### src/rtl/audio_song_sequencer_if.sv
// Pattern ROM read port shared by the melody and bass fetches of audio_song_sequencer.
// Handshake: rom_rd is a one-cycle read strobe with rom_addr valid alongside it;
// the ROM must present rom_data exactly one cycle later. There is no ready or
// back-pressure, and at most one read is outstanding.
interface audio_song_sequencer_if #(
    parameter int POS_W = 9
);
    logic             rom_rd;
    logic [POS_W:0]   rom_addr;
    logic [5:0]       rom_data;

    modport master (output rom_rd, output rom_addr, input rom_data);
    modport slave  (input rom_rd, input rom_addr, output rom_data);
endinterface

### src/rtl/audio_song_sequencer.sv
// Frame-tick driven song scheduler: counts ticks into beats, fetches melody and bass
// entries from the pattern ROM, and applies per-tick volume decay to both voices.
module audio_song_sequencer #(
    parameter int SONG_LEN       = 288,
    parameter int TICKS_PER_BEAT = 6,
    parameter int POS_W          = 9
) (
    input  logic                   clk,
    input  logic                   rst_n,
    input  logic                   enable,
    input  logic                   tick_stb,
    audio_song_sequencer_if.master rom,
    output logic [2:0]             mel_note,
    output logic [1:0]             mel_oct,
    output logic [2:0]             bass_note,
    output logic [1:0]             bass_oct,
    output logic [5:0]             mel_vol,
    output logic [5:0]             bass_vol,
    output logic [POS_W-1:0]       songpos,
    output logic                   beat_stb,
    output logic                   busy,
    output logic                   overrun,
    output logic [2:0]             state_dbg
);
    localparam int CTR_W = (TICKS_PER_BEAT > 1) ? $clog2(TICKS_PER_BEAT) : 1;
    localparam logic [CTR_W-1:0] CTR_LAST = CTR_W'(TICKS_PER_BEAT - 1);
    localparam logic [POS_W-1:0] POS_LAST = POS_W'(SONG_LEN - 1);

    typedef enum logic [2:0] {
        IDLE      = 3'd0,
        RD_MEL    = 3'd1,
        WAIT_MEL  = 3'd2,
        RD_BASS   = 3'd3,
        WAIT_BASS = 3'd4,
        COMMIT    = 3'd5
    } state_t;

    state_t           state;
    logic [CTR_W-1:0] beat_ctr;
    logic [5:0]       mel_shadow;
    logic [5:0]       bass_shadow;
    logic [POS_W-1:0] next_pos;
    logic             tick_ok;

    assign next_pos = (songpos == POS_LAST) ? '0 : songpos + 1'b1;
    assign tick_ok  = tick_stb & enable;

    // ROM port is a pure decode of the state register so reads line up with RD_* states.
    assign rom.rom_rd   = (state == RD_MEL) || (state == RD_BASS);
    assign rom.rom_addr = (state == RD_MEL)  ? {1'b0, next_pos} :
                          (state == RD_BASS) ? {1'b1, next_pos} : '0;
    assign busy         = (state != IDLE);
    assign state_dbg    = state;

    always_ff @(posedge clk or negedge rst_n) begin
        if (!rst_n) begin
            state       <= IDLE;
            beat_ctr    <= CTR_LAST;
            songpos     <= POS_LAST;
            mel_shadow  <= '0;
            bass_shadow <= '0;
            mel_note    <= '0;
            mel_oct     <= '0;
            bass_note   <= '0;
            bass_oct    <= '0;
            mel_vol     <= '0;
            bass_vol    <= '0;
            beat_stb    <= 1'b0;
            overrun     <= 1'b0;
        end else begin
            beat_stb <= 1'b0;
            overrun  <= tick_ok && (state != IDLE);
            case (state)
                IDLE: begin
                    if (tick_ok) begin
                        if (beat_ctr == CTR_LAST) begin
                            beat_ctr <= '0;
                            state    <= RD_MEL;
                        end else begin
                            beat_ctr <= beat_ctr + 1'b1;
                            mel_vol  <= mel_vol - (mel_vol >> 3);
                            bass_vol <= bass_vol - (bass_vol >> 2);
                        end
                    end
                end
                RD_MEL:   state <= WAIT_MEL;
                WAIT_MEL: begin
                    mel_shadow <= rom.rom_data;
                    state      <= RD_BASS;
                end
                RD_BASS:  state <= WAIT_BASS;
                WAIT_BASS: begin
                    bass_shadow <= rom.rom_data;
                    state       <= COMMIT;
                end
                COMMIT: begin
                    // Beat ticks never decay; a trigger restarts the envelope at full scale.
                    songpos   <= next_pos;
                    mel_note  <= mel_shadow[2:0];
                    mel_oct   <= mel_shadow[4:3];
                    bass_note <= bass_shadow[2:0];
                    bass_oct  <= bass_shadow[4:3];
                    if (mel_shadow[5])  mel_vol  <= 6'd63;
                    if (bass_shadow[5]) bass_vol <= 6'd63;
                    beat_stb  <= 1'b1;
                    state     <= IDLE;
                end
                default: state <= IDLE;
            endcase
        end
    end
endmodule

### src/flat_wrapper.sv
// flat-port wrapper written by rule: the top's interface ports become plain ports
module audio_song_sequencer_flat 
#(
    parameter int SONG_LEN       = 288,
    parameter int TICKS_PER_BEAT = 6,
    parameter int POS_W          = 9
)
  (clk, rst_n, enable, tick_stb, mel_note, mel_oct, bass_note, bass_oct, mel_vol, bass_vol, songpos, beat_stb, busy, overrun, state_dbg, rom_rom_rd, rom_rom_addr, rom_rom_data);
  audio_song_sequencer_if #(.POS_W(POS_W)) rom_i ();
  input  logic clk;
  input  logic rst_n;
  input  logic enable;
  input  logic tick_stb;
  output logic [2:0] mel_note;
  output logic [1:0] mel_oct;
  output logic [2:0] bass_note;
  output logic [1:0] bass_oct;
  output logic [5:0] mel_vol;
  output logic [5:0] bass_vol;
  output logic [POS_W-1:0] songpos;
  output logic beat_stb;
  output logic busy;
  output logic overrun;
  output logic [2:0] state_dbg;
  output wire logic [$bits(rom_i.rom_rd)-1:0] rom_rom_rd;
  output wire logic [$bits(rom_i.rom_addr)-1:0] rom_rom_addr;
  input wire logic [$bits(rom_i.rom_data)-1:0] rom_rom_data;
  assign rom_rom_rd = rom_i.rom_rd;
  assign rom_rom_addr = rom_i.rom_addr;
  assign rom_i.rom_data = rom_rom_data;
  audio_song_sequencer #(.SONG_LEN(SONG_LEN), .TICKS_PER_BEAT(TICKS_PER_BEAT), .POS_W(POS_W)) u_core (.clk(clk), .rst_n(rst_n), .enable(enable), .tick_stb(tick_stb), .rom(rom_i), .mel_note(mel_note), .mel_oct(mel_oct), .bass_note(bass_note), .bass_oct(bass_oct), .mel_vol(mel_vol), .bass_vol(bass_vol), .songpos(songpos), .beat_stb(beat_stb), .busy(busy), .overrun(overrun), .state_dbg(state_dbg));
endmodule
### config.mk
export PLATFORM = sky130hd
export DESIGN_NAME = audio_song_sequencer_flat
export DESIGN_NICKNAME = d
export VERILOG_FILES = /design/src/rtl/audio_song_sequencer_if.sv /design/src/rtl/audio_song_sequencer.sv /design/src/flat_wrapper.sv
export SDC_FILE = /design/constraint.sdc
export NUM_CORES = 1
export LEC_CHECK = 0
export ABC_AREA = 1
export CAP_MARGIN = 5
export CORE_ASPECT_RATIO = 1.1
export CORE_UTILIZATION = 30
export CTS_BUF_LIST = sky130_fd_sc_hd__clkbuf_8
export DETAILED_ROUTE_END_ITERATION = 8
export GPL_TIMING_DRIVEN = 0
export PLACE_DENSITY_LB_ADDON = 0.15
export RECOVER_POWER = 25
export SLEW_MARGIN = 10
export SYNTH_ARGS = -nofsm -noshare
export SYNTH_HDL_FRONTEND = slang
export SYNTH_SLANG_ARGS = --single-unit
### constraint.sdc
create_clock -name clk -period 5.4 [get_ports clk]
set_input_delay 1.35 -clock clk [delete_from_list [all_inputs] [get_ports clk]]
set_output_delay 1.35 -clock clk [all_outputs]
set_load 0.005 [all_outputs]
==> flow_summary.toml <==
[die]
coreArea_um2 = 8539
start_util_pct = 31.62
die_w_um = 92.46
die-area_um2 = 9384
rows = 35
die_h_um = 101.5
ios = 58

[placement]
pre_cts_ws_ns = 2.003
dpl.cell_count = 497
hpwl_mm = 4.585
numPortBuffers = 57
gp_congestion = 0.7918

[clock_tree]
clock_latency_ns = 0.31
cts-buffers-inserted = 5
postCtsHoldBufs = 0
clock-sinks = 51
cts_resized = 0
cts_buffer_depth = 2
path_clk_slew_ns = 0.10
cts_setup_buffers = 0
htree_levels = 2
cts-root-buf = "clkbuf_8"
tritoncts = "done"

[timing]
min_period_ns = 3.709
finalWorstSetupSlack_ns = 1.691
finalCritPeriodShare_pct = 68.68
tns_ns = 0
hold_viol = 0
fin_hold_ws_ns = 0.4878
slew_viol_final = 33
setup_viol = 0
fmax_mhz = 269.6
fin_skew_ns = 0.008667
worst_pin_slew_ns = 1.738
slew-limit-headroom_pct = -15.84
rsz0062_at_grt = "false"

[critical_path]
path_max_fanout = 6
regToRegSetupSlack_ns = 3.16
worstReg2RegStart = "u_core.state_dbg[1]"
cpMaxStageDelayCell = "dfstp_2"
r2r_end = "u_core.mel_note[1]"
path_cells = "ha_1, nand3_2, nor2_1, nand3_1, nand2_1, nand3_1, nor2_1, clkdlybuf4s50_1"
reg2reg_depth = 7
cpPeakStageDelay_ns = 0.59
arrival_ns = 2.36
required_ns = 4.05
worstSetupPathType = "reg2out"
end_kind = "output port"
startpoint_type = "flop"

[layout]
multi_input_area_um2 = 1189
antenna_cells = 0
fillers = 881
final_cells = 505
final-seq-area_um2 = 1286
drive_gt1_share_pct = 13.20
fin_nets = 413
area_delta_synth_final_pct = 29.52
layout_commonest_cell = "nand2_1"
mostFrequentLayoutCells = "99 x nand2_1, 56 x clkdlybuf4s50_1, 43 x dfrtp_1, 36 x inv_1, 27 x nand3_1"

[yosys]
synthDistinctLibCells = 30
ys_warn_count = 0
async_reset_ff_share_pct = 100.0
synth-edff-count = 0
syn_nets = 348
ys_seq_area_share_pct = 47.64
synthCells = 328
synth_area_um2 = 2700
yosys_most_used_dff = "dfrtp_1"
synth_seq_cells = 51
avgSynthCellArea_um2 = 8.232

[min_path]
hold_depth = 2
whs_endpoint = "u_core.bass_note[1]"
holdCritStartpoint = "u_core.bass_shadow[1]"
hp-class = "reg2reg"

[global_route]
grt_max_degree = 33
antenna_found_initial = 0
grt_pass1_wl_mm = 10.41
groute.usage.overall_pct = 13.96
grt_overflow = 0
grt_pass1_vias = 2234

[job]
cap_violations = 1

[pwr]
swShare_pct = 41.62
leakage_nw = 1.651
power_frac_comb_pct = 53.6
power.share.sequential_pct = 33.0
p_int_mw = 1.193
p_sw_mw = 0.8505
power_density_nw_per_um2 = 584.3
p_clk_share_pct = 13.4
finalPower_mw = 2.043
ir_worst_vdd_uv = 225.1

[drt]
dr.first_iter.drc_count = 86
drt-total-wl_mm = 6.073
routed_via_density = 4.491
drc = 0
vias = 2268
ant_nets = 0
routedWlPerCell_um = 12.03
drt_first_pass_iters = 4

[status]
run_status = "finished with violations"
violations = "capacitance limit, slew limit"
-- area by class of cell --
cell class / count / area share [%]
sequential: 51 / 36.78
timing repair buffer: 58 / 16.24
clock inverter: 3 / 1.252
clock buffer: 5 / 1.968
multi-input combinational: 227 / 33.99
inverter: 43 / 4.937
buffer: 7 / 0.8587
tap: 111 / 3.971
-- routing by layer --
metal / global-route usage (%) / vias up / routed length [um]
met5: 0 / - / 0
met2: 23.19 / 49 / 2794
met4: 3.966 / 0 / 58
met1: 18.38 / 1047 / 2938
met3: 3.003 / 4 / 282
li1: - / 1168 / -
-- cell families after synthesis --
family / count (synthesis) / synth area share, %
simple gates: 175 / 29.56
flops: 51 / 47.64
buf+inv: 50 / 8.063
compound gates: 38 / 8.249
fa+ha+maj: 10 / 5.190
xor+xnor: 4 / 1.297
-- power groups by stage --
stage                     clock [mW]  combinational (mW)  sequential, mW
after floorplan                    0               0.727           0.668
final                          0.274                1.10           0.674
after detailed placement           0                1.12           0.686
after global routing           0.301                1.26           0.698
after CTS                      0.286                1.12           0.680
after global placement             0                1.10           0.684
-- sequential cells by signal (all words and copies together), names as in the netlist, 3 cells and up --
signal              flops
u_core.bass_vol         6
u_core.beat_ctr         3
u_core.bass_note        3
u_core.bass_shadow      6
u_core.state_dbg        3
u_core.mel_note         3
u_core.mel_vol          6
u_core.songpos          9
u_core.mel_shadow       6
-- metrics by stage --
step / util (%) / instance area, um^2
after floorplan: - / 2700
after global placement: 39.93 / 3410
after detailed placement: 40.10 / 3425
after CTS: 41.42 / 3537
after global routing: 40.95 / 3497
final: 40.95 / 3497
-- critical path: cells and delay by family (launching register included) --
| kind | cells | cell delay, ns |
|---|---|---|
| AND/OR/NAND/NOR | 6 | 0.71 |
| flip-flops | 1 | 0.59 |
| adder cells (fa/ha/maj) | 1 | 0.21 |
| buffers and inverters | 1 | 0.53 |
-- synthesized netlist by cell type (3+ instances only) --
cell      n  area share (%)
a21oi_1   6             1.1
buf_2     5            0.93
dfrtp_1  43              40
dfstp_2   8             7.8
ha_1      8             3.7
inv_1    35             4.9
inv_2     5            0.70
nand2_1  99              14
nand2_2   7             1.6
nand2_4   4             1.7
nand3_1  26             4.8
nand4_1   7             1.6
nor2_1   21             2.9
nor2_2    3            0.70
o21ai_0  20             3.7
o21ai_1   3            0.56
o21ai_2   8             2.6
xor2_1    4             1.3
-- worst max path at each step --
stage,start,endpoint,slack [ns],cells after the start
floorplan,u_core.songpos[0],rom_rom_addr[8],2.70,7
global placement,rst_n,u_core.mel_oct[0],1.27,1
detailed placement,u_core.songpos[0],rom_rom_addr[8],2.00,8
CTS,u_core.songpos[0],rom_rom_addr[8],1.66,8
global route,rst_n,u_core.bass_vol[2],1.43,2
finish,u_core.songpos[0],rom_rom_addr[8],1.69,8
Power figures use the tool's default switching activity.
